[src/rtl/rom_stream_boot_loader.sv]
// Boot sequencer: streams WORD_COUNT words into the hack_soc ROM loader, then releases the CPU.
// Optional checksum verification is enabled by defining ROM_STREAM_BOOT_LOADER_CHECKSUM_EN.
module rom_stream_boot_loader #(
    parameter int DATA_WIDTH      = 16,
    parameter int WORD_COUNT      = 24,
    parameter int COUNT_WIDTH     = 16,
    parameter int SCK_HALF_CYCLES = 2,
    parameter int ACK_TIMEOUT     = 1024
) (
    input  logic                   clk,
    input  logic                   reset_n,
    input  logic                   start,
    input  logic                   src_valid,
    input  logic [DATA_WIDTH-1:0]  src_data,
    output logic                   src_ready,
    output logic                   rom_loader_load,
    output logic                   rom_loader_sck,
    output logic [DATA_WIDTH-1:0]  rom_loader_data,
    input  logic                   rom_loader_ack,
    output logic                   hack_external_reset,
    output logic                   busy,
    output logic                   done,
    output logic                   error,
    output logic [COUNT_WIDTH-1:0] words_loaded
`ifdef ROM_STREAM_BOOT_LOADER_CHECKSUM_EN
    ,
    input  logic [DATA_WIDTH-1:0]  expected_sum,
    output logic [DATA_WIDTH-1:0]  sum_out
`endif
);

    typedef enum logic [2:0] {
        S_IDLE,
        S_FETCH,
        S_SETUP,
        S_WAIT_ACK_HI,
        S_WAIT_ACK_LO,
        S_RELEASE,
        S_DONE,
        S_ERROR
    } state_t;

    // One counter serves both the sck timing and the ack timeout, so it spans the larger of the two.
    localparam int CYC_MAX = (ACK_TIMEOUT > SCK_HALF_CYCLES) ? ACK_TIMEOUT : SCK_HALF_CYCLES;
    localparam int CYC_W   = $clog2(CYC_MAX + 1);
    localparam logic [CYC_W-1:0]       HALF_LAST    = CYC_W'(SCK_HALF_CYCLES - 1);
    localparam logic [CYC_W-1:0]       TIMEOUT_LAST = CYC_W'(ACK_TIMEOUT - 1);
    localparam logic [COUNT_WIDTH-1:0] LAST_WORD    = COUNT_WIDTH'(WORD_COUNT);

    state_t                 state;
    state_t                 next_state;
    logic [CYC_W-1:0]       cyc_cnt;
    logic [COUNT_WIDTH-1:0] words_next;
    logic                   boot_start;
    logic                   handshake;
    logic                   sck_min_met;
    logic                   cyc_timeout;
    logic                   checksum_ok;

    assign boot_start  = start && ((state == S_IDLE) || (state == S_DONE) || (state == S_ERROR));
    assign handshake   = (state == S_FETCH) && src_valid;
    assign sck_min_met = (cyc_cnt >= HALF_LAST);
    assign cyc_timeout = (cyc_cnt == TIMEOUT_LAST);
    assign words_next  = words_loaded + COUNT_WIDTH'(1);

`ifdef ROM_STREAM_BOOT_LOADER_CHECKSUM_EN
    logic [DATA_WIDTH-1:0] sum_reg;

    assign checksum_ok = (sum_reg == expected_sum);
    assign sum_out     = sum_reg;

    // Running modulo-2^DATA_WIDTH sum of every accepted word, restarted with each boot.
    always_ff @(posedge clk or negedge reset_n) begin
        if (!reset_n) begin
            sum_reg <= '0;
        end else if (boot_start) begin
            sum_reg <= '0;
        end else if (handshake) begin
            sum_reg <= sum_reg + src_data;
        end
    end
`else
    assign checksum_ok = 1'b1;
`endif

    always_ff @(posedge clk or negedge reset_n) begin
        if (!reset_n) begin
            state <= S_IDLE;
        end else begin
            state <= next_state;
        end
    end

    always_comb begin
        next_state = state;
        case (state)
            S_IDLE, S_DONE, S_ERROR: begin
                if (boot_start) begin
                    next_state = S_FETCH;
                end
            end
            S_FETCH: begin
                if (src_valid) begin
                    next_state = S_SETUP;
                end
            end
            S_SETUP: begin
                if (cyc_cnt == HALF_LAST) begin
                    next_state = S_WAIT_ACK_HI;
                end
            end
            S_WAIT_ACK_HI: begin
                if (rom_loader_ack && sck_min_met) begin
                    next_state = S_WAIT_ACK_LO;
                end else if (cyc_timeout) begin
                    next_state = S_ERROR;
                end
            end
            S_WAIT_ACK_LO: begin
                if (!rom_loader_ack) begin
                    next_state = (words_next == LAST_WORD) ? S_RELEASE : S_FETCH;
                end else if (cyc_timeout) begin
                    next_state = S_ERROR;
                end
            end
            S_RELEASE: begin
                next_state = checksum_ok ? S_DONE : S_ERROR;
            end
            default: begin
                next_state = S_IDLE;
            end
        endcase
    end

    // The cycle counter restarts on every state change, so each timed state measures from its own entry.
    always_ff @(posedge clk or negedge reset_n) begin
        if (!reset_n) begin
            cyc_cnt <= '0;
        end else if (next_state != state) begin
            cyc_cnt <= '0;
        end else if ((state == S_SETUP) || (state == S_WAIT_ACK_HI) || (state == S_WAIT_ACK_LO)) begin
            cyc_cnt <= cyc_cnt + CYC_W'(1);
        end
    end

    always_ff @(posedge clk or negedge reset_n) begin
        if (!reset_n) begin
            words_loaded    <= '0;
            rom_loader_data <= '0;
        end else begin
            if (boot_start) begin
                words_loaded <= '0;
            end else if ((state == S_WAIT_ACK_LO) && !rom_loader_ack) begin
                words_loaded <= words_next;
            end
            if (handshake) begin
                rom_loader_data <= src_data;
            end
        end
    end

    always_comb begin
        src_ready           = 1'b0;
        rom_loader_load     = 1'b0;
        rom_loader_sck      = 1'b0;
        hack_external_reset = 1'b1;
        busy                = 1'b0;
        done                = 1'b0;
        error               = 1'b0;
        case (state)
            S_FETCH: begin
                src_ready       = 1'b1;
                rom_loader_load = 1'b1;
                busy            = 1'b1;
            end
            S_SETUP, S_WAIT_ACK_LO: begin
                rom_loader_load = 1'b1;
                busy            = 1'b1;
            end
            S_WAIT_ACK_HI: begin
                rom_loader_load = 1'b1;
                rom_loader_sck  = 1'b1;
                busy            = 1'b1;
            end
            S_RELEASE: begin
                busy = 1'b1;
            end
            S_DONE: begin
                hack_external_reset = 1'b0;
                done                = 1'b1;
            end
            S_ERROR: begin
                error = 1'b1;
            end
            default: begin
            end
        endcase
    end

endmodule

[config.mk]
export PLATFORM = sky130hd
export DESIGN_NAME = rom_stream_boot_loader
export DESIGN_NICKNAME = d
export VERILOG_FILES = /design/src/rtl/rom_stream_boot_loader.sv
export SDC_FILE = /design/constraint.sdc
export NUM_CORES = 1
export LEC_CHECK = 0
export ABC_AREA = 0
export BUFFER_PORTS_ARGS = -buffer_cell sky130_fd_sc_hd__buf_2
export CAP_MARGIN = 25
export CORE_ASPECT_RATIO = 0.9
export CORE_MARGIN = 2
export CORE_UTILIZATION = 46
export DETAILED_ROUTE_END_ITERATION = 10
export GPL_TIMING_DRIVEN = 0
export PLACE_DENSITY = 0.7
export SYNTH_ARGS = -nofsm -noshare
export SYNTH_HDL_FRONTEND = slang
export SYNTH_SLANG_ARGS = --single-unit
[constraint.sdc]
create_clock -name clk -period 5.4 [get_ports clk]
set_input_delay 0 -clock clk [delete_from_list [all_inputs] [get_ports clk]]
set_output_delay 0 -clock clk [all_outputs]
set_load 0.005 [all_outputs]
==> results.md <==
* Largest net degree at the start of global routing at 47
* Starting Density at 0.4667
* Clk slew on worst S/H paths at roughly 0.1 ns
* Die ar. at approximately 0.0063 sq mm
* Critical path startpoint category: flip-flop
* First-pass GRT wire length at approximately 10000 um
* Slew at the pin with the worst max-slew slack at 0.6000 ns
* Total wire length at 6125 um
* DRC viols at 0
* WP data required at between 5 and 6 ns
* Final Critical Period at 2.448 ns
* Share of cells above drive strength 1 at 0.2735
* GRT Residual Overflow at 0
* # fillers at slightly above 500
* Total power at 1.401 mW
* H-tree depth at 2
* Seq/Total Area, Yosys at 0.4408
* Final slew viol count at 0
* CP arrival at between 2 and 3 ns
* RSZ-0062 raised after global routing: false
* TritonCTS Sinks at 46
* Vias in the first global route at 2090
* Final ANT Viol Nets at 0
* Area after DPL at between 0.003 and 0.004 sq mm
* Finish-stage setup viols at 0
* I/O Pins at 60
* Final worst-path cycle share at 0.4534
* F_max at 0.4084 GHz
* Post-synth top area cell: dfrtp_1
* Main synth FF type: dfrtp_1
* Drt via density at 5.377
* FF+latch count, synth at 46
* Yosys cell types at 49
* P per Cell Area at 426.6 mW/mm^2
* Commonest non-fill, non-tap cell in the layout: buf_2
* Peak supply drop at 0.2931 mV
* Die W at roughly 83 um
* YS warnings at 0
* # Post-CTS Setup Buffers at 0
* Critical path type: flip-flop to flip-flop
* Final cell count without fillers at 432
* Drt pass-1 iters at 5
* Top post-synthesis cells by area: dfrtp_1, mux2_2, o21ai_0
* Syn_area_per_cell at 9.461 sq um
* Dpl cells at 406
* WL/cell at 14.18 um
* Final Hold Vio Count at 0
* Final WS setup at slightly below 3 ns
* IO buf count at 59
* Core area at between 0.005 and 0.006 sq mm
* Top cell type's share of synthesized area at 0.4408
* Worst slack, placed at 2.980 ns
* GR Util All Layers at 0.2002
* Post-DP HPWL at 4249 um
* Final instance area at 0.003284 sq mm
* Ys async rst share at 1.000
* Setup TNS Final at 0 ns
* Max clock buf depth at 2
* Die Span Y at roughly 75 um
* Total number of vias at 2323
* Util after Layout at 0.5870
* Critical path endpoint category: flip-flop
* Post-synth EDFFs at 0
* Netlist Area Pre-Place at 0.002611 sq mm
* Initial antenna violation count at 0
* CP Max Fanout at 10
* Nets@finish at approximately 390
* Most frequent cells in the layout: buf_2, dfrtp_1, nor2_1, o21ai_0, nand2_1
* Clk_lat worst skew at 0.31 ns
* Hold Path Class: input port to asynchronous set/reset pin
* Num CTS Buffers at 5
* Syn nets at 302
* Leak Pwr at about 1.5 nW
* Max-cap viol count at 0
* Root Driver: clkbuf_8
* Starting DRT DRC Count at about 180
* FP Rows at 26
* CTS tree: done
* Area growth from synthesis to layout at 25.78%
* Status: completed
* Clk_skew at 0.01652 ns
* Diode count at 0
* Synth Instances at 276
* RePlAce Congestion at roughly 0.84
* Worst rel slew slack at 0.5963
* Hold Slack at 0.02467 ns
## where the power goes
part           total, mW  switching, mW  internal (mW)
registers          0.486         0.0552          0.431
logic              0.696          0.378          0.318
clock network      0.219          0.127         0.0927
## critical path, stage by stage (launching register included)
cell and delay (ns):
dfrtp_1 0.38, buf_4 0.16, inv_1 0.11, ha_1 0.24, clkbuf_1 0.20, or4b_1 0.54
o32a_1 0.19, o2111ai_1 0.11, o2111ai_2 0.17, buf_6 0.17, nor2_1 0.10
## Yosys cell counts, drive strengths merged, types with 2 or more instances
master,count
nor3,7
o21ai,29
dfrtp,46
o31ai,3
ha,5
nand2b,2
nand2,20
a211o,2
nand4,6
and2,2
inv,8
a31oi,4
a21oi,5
xor2,13
and3,3
nor4,4
buf,9
mux2,16
clkbuf,4
or3,2
xnor2,9
or4b,3
o2111ai,3
nand3,19
a311o,2
nor2,33
## kinds of logic (layout without fill, tap and decap cells)
family / count (synthesis) / count (layout) / share of synthesized area
AOI/OAI and AO/OA: 60 / 60 / 0.1524
xor gates and xnor gates: 22 / 22 / 0.07379
adders and majority gates: 5 / 5 / 0.02396
buffers and inverters: 21 / 107 / 0.03881
DFF: 46 / 46 / 0.4408
muxes: 17 / 17 / 0.07283
and+or+nand+nor: 105 / 105 / 0.1974
## per-layer routing
layer	track usage	share of wire	vias up
li1	-	-	1157
met1	0.2828	0.47	1095
met2	0.3154	0.46	58
met3	0.03034	0.042	13
met4	0.08423	0.023	0
met5	0	0	-
## state kept, by name, indices dropped and copies added (netlist names)
| name | count |
|---|---|
| rom_loader_data | 16 |
| words_loaded | 16 |
| cyc_cnt | 11 |
| state | 3 |
## worst paths after layout
| check | endpoint | slack (ns) | startpoint | cells after the start |
|---|---|---|---|---|
| max in group asynchronous | words_loaded[3] | 4.94 | reset_n | 3 |
| setup reg to reg | cyc_cnt[6] | 2.95 | state[2] | 10 |
| hold / removal | cyc_cnt[1] | 0.02 | reset_n | 2 |
| min in group clk | state[1] | 0.08 | start | 3 |
| hold reg to reg | rom_loader_data[1] | 0.51 | rom_loader_data[1] | 1 |
| setup / recovery | cyc_cnt[6] | 2.95 | state[2] | 10 |
## layout make-up
cell class / instances / area, sq um / share of cell area
Clock buffer: 5 / 68.82 / 0.02095
Inverter: 8 / 30.03 / 0.009143
Buffer: 13 / 71.32 / 0.02171
Tap cell: 70 / 87.58 / 0.02667
Clock inverter: 3 / 23.77 / 0.007238
Multi-Input combinational cell: 209 / 1359 / 0.4137
Timing Repair Buffer: 78 / 493.0 / 0.1501
Sequential cell: 46 / 1151 / 0.3505
## repair_timing
item	CTS	global route
endpoints found under the setup margin	0	0
hold endpoints to repair	62	0
resized for setup	0	0
hold buffers	17	0
Note: power is estimated with default switching activity, not from simulation.
